`src/rtl/nor_chk_pkg.sv`:
```
// nor_chk_pkg: shared FSM states, vector count, widths and reference model for the NOR checker
package nor_chk_pkg;

    typedef enum logic [1:0] {
        IDLE   = 2'd0,
        DRIVE  = 2'd1,
        SAMPLE = 2'd2,
        DONE   = 2'd3
    } chk_state_t;

    localparam int NUM_VECTORS = 4;
    localparam int ERR_W       = 3;
    localparam int IDX_W       = 2;
    localparam int CNT_W       = 4;

    function automatic logic nor_ref(input logic a, input logic b);
        return ~(a | b);
    endfunction

endpackage

```
`src/rtl/nor_exhaustive_checker_settle_timer.sv`:
```
// settle_timer: loadable down-counter that reports when the settle window has elapsed
module settle_timer
    import nor_chk_pkg::*;
(
    input  logic             clk,
    input  logic             rst_n,
    input  logic             load_i,
    input  logic [CNT_W-1:0] load_val_i,
    input  logic             tick_i,
    output logic             expired_o
);

    logic [CNT_W-1:0] cnt_q;

    // load wins over tick; the count parks at zero
    always_ff @(posedge clk) begin
        if (!rst_n)
            cnt_q <= '0;
        else if (load_i)
            cnt_q <= load_val_i;
        else if (tick_i && cnt_q != '0)
            cnt_q <= cnt_q - 1'b1;
    end

    assign expired_o = (cnt_q == '0);

endmodule

```
`config.mk`:
```
export PLATFORM = sky130hd
export DESIGN_NAME = settle_timer
export DESIGN_NICKNAME = d
export VERILOG_FILES = /design/src/rtl/nor_chk_pkg.sv /design/src/rtl/nor_exhaustive_checker_settle_timer.sv
export SDC_FILE = /design/constraint.sdc
export NUM_CORES = 1
export LEC_CHECK = 0
export ABC_AREA = 1
export CORE_AREA = 2 2 39 41
export DETAILED_ROUTE_END_ITERATION = 10
export DIE_AREA = 0 0 41 43
export PLACE_DENSITY = 0.48
export SLEW_MARGIN = 20
export SYNTH_ARGS = -nofsm -noshare
export SYNTH_HDL_FRONTEND = slang
export SYNTH_SLANG_ARGS = --single-unit
```
`constraint.sdc`:
```
create_clock -name clk -period 1.85 [get_ports clk]
set_clock_uncertainty 0.05 [all_clocks]
set_input_delay 0.37 -clock clk [delete_from_list [all_inputs] [get_ports clk]]
set_output_delay 0.37 -clock clk [all_outputs]
set_load 0.01 [all_outputs]
```
==> flow_metrics.tcl <==
set metrics [dict create \
    grt_pass1_wl_microns 883 \
    setup_viol 0 \
    drive_above_1_share 0.212 \
    async_reset_ff_frac 0 \
    portBuffers 8 \
    r2r_start "cnt_q[0]$_SDFFE_PN0P_" \
    avgSynthCellArea_sq_um 6.68 \
    clk_path_buf_depth 2 \
    antenna_found_initial 0 \
    ys.flop_type "dfxtp_1" \
    min_period_ns 1.67 \
    p_per_area_mw_per_mm2 771 \
    gp_congestion 0.700 \
    largest_reg_flops 4 \
    cts_tree "built" \
    run_status "completed" \
    ys_ff_latch 4 \
    final_util 0.288 \
    ioPinCount 9 \
    worstHoldPathType "reg -> reg" \
    post_drt_via_cell_ratio 4.07 \
    met2WireLength_microns 246 \
    clkPwrFrac 0.342 \
    overflow 0 \
    top_regs "cnt_q x4" \
    path_max_fanout 3 \
    worst_slew_pin_slew_ns 0.145 \
    post-dp-hpwl_microns 463 \
    final_cells 68 \
    cts_made_buffers 3 \
    total_power_mw 0.307 \
    synth_cell_types 16 \
    synth.cell_area_sq_um 274 \
    ant_nets 0 \
    hold_buffers 0 \
    max-slew-margin-rel 0.902 \
    clk_pin_slew_worst_paths_ns 0.04 \
    grt_usage 0.0764 \
    final_cell_mix "nand2_1, clkdlybuf4s50_1, nor2_1" \
    grt_max_degree 8 \
    diodes 0 \
    crit_path_cell_trace "inv_1 -> ha_2 -> nand3_2 -> inv_1 -> dlygate4sd2_1" \
    rsz0062_at_grt "no" \
    drt_iter0_drc 2 \
    post-place-ws_ns 0.133 \
    post-route-period-util 0.901 \
    arrival_ns 1.25 \
    vias 277 \
    firstDrtPassIters 4 \
    cts_sinks 4 \
    cp_slowest_stage_delay_ns 0.30 \
    cp-startpoint "cnt_q[0]$_SDFFE_PN0P_" \
    wl_met1_microns 243 \
    path_class "reg -> out" \
    internal_power_mw 0.216 \
    switching_share 0.295 \
    p_seq_frac 0.338 \
    cp-start-kind "flip-flop" \
    yosysSeqAreaShare 0.292 \
    p_leak_nw 0.189 \
    final-hold-violation-count 0 \
    coreArea_sq_mm 0.00138 \
    worstHoldStart "cnt_q[3]$_SDFFE_PN0P_" \
    synth_fp_nets 50 \
    fmax_mhz 600 \
    cpMostUsedCell "inv_1" \
    synth_edf_count 0 \
    drcViolationCount 0 \
    top_layer "met3" \
    slowest_stage "dfxtp_1" \
    clk_latency_ns 0.23 \
    fin_tns_setup_ns 0 \
    cap_violations 0 \
    cts-root-buf "clkbuf_4" \
    die_w_microns 41 \
    synthTopCellsByArea "dfxtp_1, nand2_1, nand2_4" \
    yosysTopAreaCellShare 0.292 \
    syn_inst 41 \
    end_kind "output port" \
    power.switching_mw 0.0903 \
    num-nets-final 63 \
    wl_per_cell_microns 8.01 \
    cts_max_level 1 \
    placedCellCount 65 \
    p_comb_frac 0.320 \
    final_common_cell "nand2_1" \
    synth_warnings 0 \
    area_delta_synth_final_pct 45.2 \
    grt_pass1_vias 240 \
    start_util 0.198 \
    fin_ws_ns 0.183 \
    dr_wl_met3_microns 55 \
    fp.dieH_microns 43 \
    synth_largest_area_cell "dfxtp_1" \
    wirelength_microns 545 \
    die-area_sq_mm 0.00176 \
    cp.required_ns 1.43 \
    row_count 14 \
    ir_drop_mv 0.224 \
    regMostFlops "cnt_q" \
    slew_violations 0 \
]
-- critical path, delay by kind of cell, from the launching register on --
| family | cells | cell delay [ns] |
|---|---|---|
| flops | 1 | 0.30 |
| buf+inv | 3 | 0.40 |
| simple gates | 1 | 0.11 |
| fa+ha+maj | 1 | 0.20 |
-- through the flow --
stage | hold WS [ns] | cell area (sq um)
detailed placement | 0.436 | 374
floorplan | 0.416 | 274
CTS | 0.442 | 398
global route | 0.453 | 398
global placement | 0.432 | 374
finish | 0.441 | 398
-- metal layers --
| metal | track usage | vias up |
|---|---|---|
| met5 | 0 | - |
| met3 | 0.0366 | 0 |
| met1 | 0.0903 | 116 |
| li1 | - | 153 |
| met4 | 0.0600 | 0 |
| met2 | 0.100 | 8 |
-- worst paths after layout --
check,end,slack (ns),cells past startpoint
min reg2reg,cnt_q[3]$_SDFFE_PN0P_,0.44,2
min,cnt_q[3]$_SDFFE_PN0P_,0.44,2
max,expired_o,0.18,5
max reg2reg,cnt_q[1]$_SDFFE_PN0P_,0.63,7
-- power groups by stage --
stage	Combinational [mW]	Sequential, mW	Clock [mW]
2_1_floorplan	0.0665	0.104	0
3_3_place_gp	0.103	0.105	0
3_5_place_dp	0.102	0.105	0
4_1_cts	0.100	0.104	0.110
5_1_grt	0.112	0.105	0.114
6_report	0.0980	0.104	0.105
-- repair_timing --
item	in CTS	in global routing
setup buffers	0	0
resized for setup	2	0
endpoints found under the setup margin	1	0
-- synthesized netlist by cell type, types with 2 or more instances --
| master | instances |
|---|---|
| dfxtp_1 | 4 |
| nand2_1 | 8 |
| o21ai_0 | 3 |
| inv_2 | 2 |
| inv_1 | 5 |
| nand2_4 | 2 |
| nor2_1 | 6 |
| nand3_1 | 3 |
-- area by class of cell --
| class | instances | area, sq um |
|---|---|---|
| sequential | 4 | 80.1 |
| inverter | 8 | 31.3 |
| clock buffer | 3 | 22.5 |
| tap | 16 | 20.0 |
| multi-input combinational | 29 | 165 |
| fill | 160 | 986 |
| timing repair buffer | 8 | 78.8 |
-- logic make-up (layout without fill, tap and decap cells) --
group	count (synthesis)	in the layout	synth area share
xor+xnor	1	1	0.0320
buf+inv	8	19	0.114
flops	4	4	0.292
simple gates	21	21	0.388
fa+ha+maj	1	1	0.0457
compound gates	6	6	0.128
No activity file was read; power rests on OpenSTA's default activity.
